[config.mk]
export PLATFORM = sky130hd
export DESIGN_NAME = stopwatch_lap_timer
export DESIGN_NICKNAME = d
export VERILOG_FILES = /design/src/rtl/stopwatch_lap_timer.sv
export SDC_FILE = /design/constraint.sdc
export NUM_CORES = 1
export LEC_CHECK = 0
export ABC_AREA = 1
export BUFFER_PORTS_ARGS = -buffer_cell sky130_fd_sc_hd__buf_4
export CAP_MARGIN = 20
export CORE_MARGIN = 5
export CORE_UTILIZATION = 45
export DETAILED_ROUTE_END_ITERATION = 16
export PLACE_DENSITY_LB_ADDON = 0.05
export SLEW_MARGIN = 20
export SYNTH_ARGS = -nofsm -noshare
export SYNTH_HDL_FRONTEND = slang
export SYNTH_SLANG_ARGS = --single-unit
[constraint.sdc]
create_clock -name clk -period 5.3 [get_ports clk]
set_clock_uncertainty 0.05 [all_clocks]
set_input_delay 1.06 -clock clk [delete_from_list [all_inputs] [get_ports clk]]
set_output_delay 1.06 -clock clk [all_outputs]
set_load 0.05 [all_outputs]
[src/rtl/stopwatch_lap_timer.sv]
// Stopwatch core: prescaled one-second tick, MM:SS up/down counting with preload,
// run/pause/done control and a show-ahead lap-capture FIFO.
module stopwatch_lap_timer #(
    parameter int TICK_DIV  = 1,
    parameter int MAX_MIN   = 99,
    parameter int LAP_DEPTH = 4
) (
    input  logic                           clk,
    input  logic                           rst_n,
    input  logic                           start,
    input  logic                           stop,
    input  logic                           reset,
    input  logic                           mode_down,
    input  logic                           load,
    input  logic [7:0]                     load_min,
    input  logic [5:0]                     load_sec,
    input  logic                           lap,
    input  logic                           lap_rd,
    output logic [7:0]                     minutes,
    output logic [5:0]                     seconds,
    output logic [1:0]                     status,
    output logic                           done,
    output logic [7:0]                     lap_min,
    output logic [5:0]                     lap_sec,
    output logic                           lap_valid,
    output logic [$clog2(LAP_DEPTH+1)-1:0] lap_count,
    output logic                           lap_ovf
);

    localparam int CW  = $clog2(LAP_DEPTH + 1);
    localparam int PW  = $clog2(LAP_DEPTH);
    localparam int PRW = (TICK_DIV > 1) ? $clog2(TICK_DIV) : 1;
    localparam logic [PRW-1:0] TICK_LAST = PRW'(TICK_DIV - 1);
    localparam logic [7:0]     MAX_MIN_V = 8'(MAX_MIN);
    localparam logic [CW-1:0]  FULL      = CW'(LAP_DEPTH);

    typedef enum logic [1:0] {
        IDLE    = 2'b00,
        RUNNING = 2'b01,
        PAUSED  = 2'b10,
        DONE    = 2'b11
    } state_t;

    state_t          state_q, state_d;
    logic            mode_down_q, mode_down_d;
    logic [7:0]      min_q, min_d;
    logic [5:0]      sec_q, sec_d;
    logic [PRW-1:0]  presc_q, presc_d;
    logic            done_q, done_d;
    logic [13:0]     mem_q [LAP_DEPTH];
    logic [13:0]     mem_d [LAP_DEPTH];
    logic [PW-1:0]   rd_ptr_q, rd_ptr_d, wr_ptr_q, wr_ptr_d;
    logic [CW-1:0]   count_q, count_d;
    logic            ovf_q, ovf_d;
    logic            tick, push, push_ok, pop;

    always_ff @(posedge clk or negedge rst_n) begin
        if (!rst_n) begin
            state_q     <= IDLE;
            mode_down_q <= 1'b0;
            min_q       <= '0;
            sec_q       <= '0;
            presc_q     <= '0;
            done_q      <= 1'b0;
            mem_q       <= '{default: '0};
            rd_ptr_q    <= '0;
            wr_ptr_q    <= '0;
            count_q     <= '0;
            ovf_q       <= 1'b0;
        end else begin
            state_q     <= state_d;
            mode_down_q <= mode_down_d;
            min_q       <= min_d;
            sec_q       <= sec_d;
            presc_q     <= presc_d;
            done_q      <= done_d;
            mem_q       <= mem_d;
            rd_ptr_q    <= rd_ptr_d;
            wr_ptr_q    <= wr_ptr_d;
            count_q     <= count_d;
            ovf_q       <= ovf_d;
        end
    end

    always_comb begin
        state_d     = state_q;
        mode_down_d = mode_down_q;
        min_d       = min_q;
        sec_d       = sec_q;
        presc_d     = presc_q;
        done_d      = 1'b0;
        mem_d       = mem_q;
        rd_ptr_d    = rd_ptr_q;
        wr_ptr_d    = wr_ptr_q;
        count_d     = count_q;
        ovf_d       = ovf_q;
        tick        = (presc_q == TICK_LAST);
        push        = lap && ((state_q == RUNNING) || (state_q == PAUSED));
        pop         = lap_rd && (count_q != '0);
        push_ok     = push && ((count_q != FULL) || pop);

        if (reset) begin
            state_d     = IDLE;
            mode_down_d = 1'b0;
            min_d       = '0;
            sec_d       = '0;
            presc_d     = '0;
            rd_ptr_d    = '0;
            wr_ptr_d    = '0;
            count_d     = '0;
            ovf_d       = 1'b0;
        end else begin
            unique case (state_q)
                IDLE: begin
                    presc_d = '0;
                    if (load) begin
                        min_d = (load_min > MAX_MIN_V) ? MAX_MIN_V : load_min;
                        sec_d = (load_sec > 6'd59) ? 6'd59 : load_sec;
                    end
                    // A count-down from 00:00 would finish instantly, so it never starts.
                    if (start && !stop && !(mode_down && (min_q == '0) && (sec_q == '0))) begin
                        state_d     = RUNNING;
                        mode_down_d = mode_down;
                    end
                end
                RUNNING: begin
                    if (stop) begin
                        state_d = PAUSED;
                    end else if (tick) begin
                        presc_d = '0;
                        if (!mode_down_q) begin
                            if (sec_q == 6'd59) begin
                                sec_d = '0;
                                min_d = (min_q == MAX_MIN_V) ? 8'd0 : min_q + 8'd1;
                            end else begin
                                sec_d = sec_q + 6'd1;
                            end
                        end else if ((min_q == '0) && (sec_q <= 6'd1)) begin
                            sec_d   = '0;
                            state_d = DONE;
                            done_d  = 1'b1;
                        end else if (sec_q == '0) begin
                            sec_d = 6'd59;
                            min_d = min_q - 8'd1;
                        end else begin
                            sec_d = sec_q - 6'd1;
                        end
                    end else begin
                        presc_d = presc_q + 1'b1;
                    end
                end
                PAUSED: begin
                    if (start && !stop) begin
                        state_d = RUNNING;
                    end
                end
                DONE: begin
                    presc_d = '0;
                end
            endcase

            // A pop frees the slot, so push+pop on a full FIFO is not an overflow.
            if (pop) begin
                rd_ptr_d = rd_ptr_q + 1'b1;
            end
            if (push_ok) begin
                mem_d[wr_ptr_q] = {min_q, sec_q};
                wr_ptr_d        = wr_ptr_q + 1'b1;
            end else if (push) begin
                ovf_d = 1'b1;
            end
            if (push_ok && !pop) begin
                count_d = count_q + 1'b1;
            end else if (!push_ok && pop) begin
                count_d = count_q - 1'b1;
            end
        end
    end

    assign minutes   = min_q;
    assign seconds   = sec_q;
    assign status    = state_q;
    assign done      = done_q;
    assign lap_valid = (count_q != '0);
    assign lap_min   = lap_valid ? mem_q[rd_ptr_q][13:6] : 8'd0;
    assign lap_sec   = lap_valid ? mem_q[rd_ptr_q][5:0] : 6'd0;
    assign lap_count = count_q;
    assign lap_ovf   = ovf_q;

endmodule

==> metrics.yaml <==
outcome: "completed"
avgSynthCellArea_sq_um: 7.54
place_congestion: 0.887
power.leakage_uw: 0.00272
design.core.area_sq_mm: 0.0107
worst-setup-path-type: "register to output port"
ys_ff_latch: 82
synthesis.area_sq_mm: 0.00491
h-tree-depth: 3
max_freq_mhz: 273
pre_cts_slack_ps: 1980
fin_crit_sh: 0.692
maxSlewViolCount: 0
fin_hold_ws_ps: 439
final_common_cell: "nand2_1"
clockBufferDepth: 2
num_vias: 4368
hold_violations: 0
synth_fp_nets: 688
layout.nets: 734
max-slew-margin-rel: 0.392
die-area_sq_mm: 0.0131
critPathMaxFanout: 31
hpwlAfterDp_um: 8890
grt_usage: 0.201
synthCells: 651
start_util: 0.457
drv_cap: 0
seq_power_share: 0.309
drcViolationCount: 0
cts_tree: "done"
routed_wl_um: 12400
ios: 59
grt_pass1_wl_um: 21000
antenna_found_initial: 0
cts_hold_buffers: 0
finalCriticalPeriod_ps: 3670
combPwrFrac: 0.560
ant_nets: 0
grt_pass1_vias: 4262
powerDensity_mw_per_mm2: 617
postCtsSetupBuffers: 0
cts_made_buffers: 9
cts-root-buf: "clkbuf_8"
yosysWarnings: 0
tns_ps: 0
wl_per_cell_um: 14.7
rows: 38
cts_resized: 0
setup_viol: 0
grt_max_degree: 49
worst_slew_pin_slew_ps: 913
startpoint_type: "register"
crit_arrival_ps: 2560
swShare: 0.525
port-buffer-count: 58
cp-end-kind: "output port"
syn_to_final_growth_pct: 13.0
avgViaCountPerCell: 5.19
first_pass_iters: 5
dieWidth_um: 114
synth-seq-area-share: 0.418
clock_latency_ps: 350
worst_slack_ps: 1630
p_int_uw: 1620
clock_power_share: 0.130
antennaDiodeCount: 0
overflow: 0
peakVddDrop_mv: 0.296
drt_iter0_drc: 321
yosysUniqueCellTypes: 34
path_clk_slew_ps: 90
cts_sinks: 82
final_layout_size_suffix_gt1_frac: 0.158
switchingPower_uw: 1800
rsz0062_at_grt: "false"
fp.dieH_um: 114
final_cell_mix: "165 x nand2_1, 97 x nor2_1, 82 x dfrtp_1, 59 x buf_4, 58 x o21ai_1"
post-route-util: 0.516
hp-class: "register to register"
cp_data_required_time_ps: 4190
==> final cells by class <==
cell class                      count  area (sq um)
Inverter                           53           210
Clock buffer                       13           169
Sequential cell                    82          2050
Timing Repair Buffer               59           443
Tap cell                          140           175
Fill cell                        1075          5200
Multi-Input combinational cell    492          2470
Clock inverter                      3          22.5
==> power groups by stage <==
stage / Sequential [uW] / Clock (uW) / Combinational, uW
3_5_place_dp: 1070 / 0 / 1920
6_report: 1060 / 445 / 1920
4_1_cts: 1060 / 456 / 1930
5_1_grt: 1090 / 489 / 2120
2_1_floorplan: 1190 / 0 / 1290
3_3_place_gp: 1070 / 0 / 1900
==> cell usage after synthesis <==
master	number	area, sq um
nor2_1	97	364
dfrtp_1	82	2050
xor2_1	6	52.6
xnor2_1	3	26.3
fa_1	1	20.0
clkbuf_1	5	18.8
inv_6	1	8.76
a31oi_1	1	6.26
o211ai_1	2	15.0
inv_4	2	12.5
o21a_1	1	7.51
nand3_2	5	50.1
or2_2	2	12.5
o21ai_0	49	245
nand2_2	1	6.26
nor2_2	5	31.3
nand3_1	28	140
nor2_4	6	67.6
ha_1	13	163
inv_1	44	165
nand2_4	5	56.3
nor2_8	2	40.0
o21ai_1	58	290
nand4_1	11	68.8
a21boi_0	3	22.5
inv_2	5	18.8
nand2_1	165	619
a21oi_1	25	125
a22oi_1	1	7.51
buf_2	6	30.0
nand3_4	2	35.0
buf_1	3	11.3
clkinv_2	1	5.00
buf_6	10	113
==> flip-flops by register name, indices dropped and copies added (netlist names) <==
register and flops:
mem_q 56, wr_ptr_q 2, seconds 6, mode_down_q 1
done 1, status 2, rd_ptr_q 2, lap_count 3
lap_ovf 1, minutes 8
==> through the flow <==
stage / area (sq um) / power (uW) / instances
floorplan: 4910 / 2480 / 651
global placement: 5350 / 2960 / 826
detailed placement: 5350 / 2990 / 826
CTS: 5540 / 3440 / 842
global route: 5540 / 3700 / 842
finish: 5540 / 3420 / 842
==> layer usage <==
metal	share of wire	track usage	vias up
li1	-	-	2199
met1	0.49	0.287	2045
met2	0.46	0.312	107
met3	0.039	0.0238	17
met4	0.016	0.0776	0
met5	0	0	-
==> worst max-delay path, cell delays in order, from the launching register on <==
cell	delay, ps
dfrtp_1	950
inv_1	610
o21ai_0	320
a21oi_1	100
buf_4	210
==> path summary, 6_finish.rpt <==
path | slack, ps | cells after the start | to | start
worst max-delay path | 1630 | 4 | lap_min[0] | rd_ptr_q[0]$_DFFE_PN0P_
worst max register to register | 3170 | 10 | lap_count[2]$_DFFE_PN0P_ | lap_count[0]$_DFFE_PN0P_
max in group asynchronous | 3580 | 2 | mem_q[15]$_DFFE_PN0P_ | rst_n
worst min-delay path | 440 | 2 | mem_q[1]$_DFFE_PN0P_ | mem_q[1]$_DFFE_PN0P_
worst min register to register | 440 | 2 | mem_q[1]$_DFFE_PN0P_ | mem_q[1]$_DFFE_PN0P_
min in group asynchronous | 610 | 1 | mem_q[5]$_DFFE_PN0P_ | rst_n
==> kinds of logic (layout without fill, tap and decap cells) <==
group           count (synthesis)  in the layout  synth area share
flops                          82             82             0.418
fa+ha+maj                      14             14            0.0372
xor+xnor                        9              9            0.0161
simple gates                  329            329             0.304
buf+inv                        77            128            0.0780
compound gates                140            140             0.147
(Power assumes the default switching activity.)
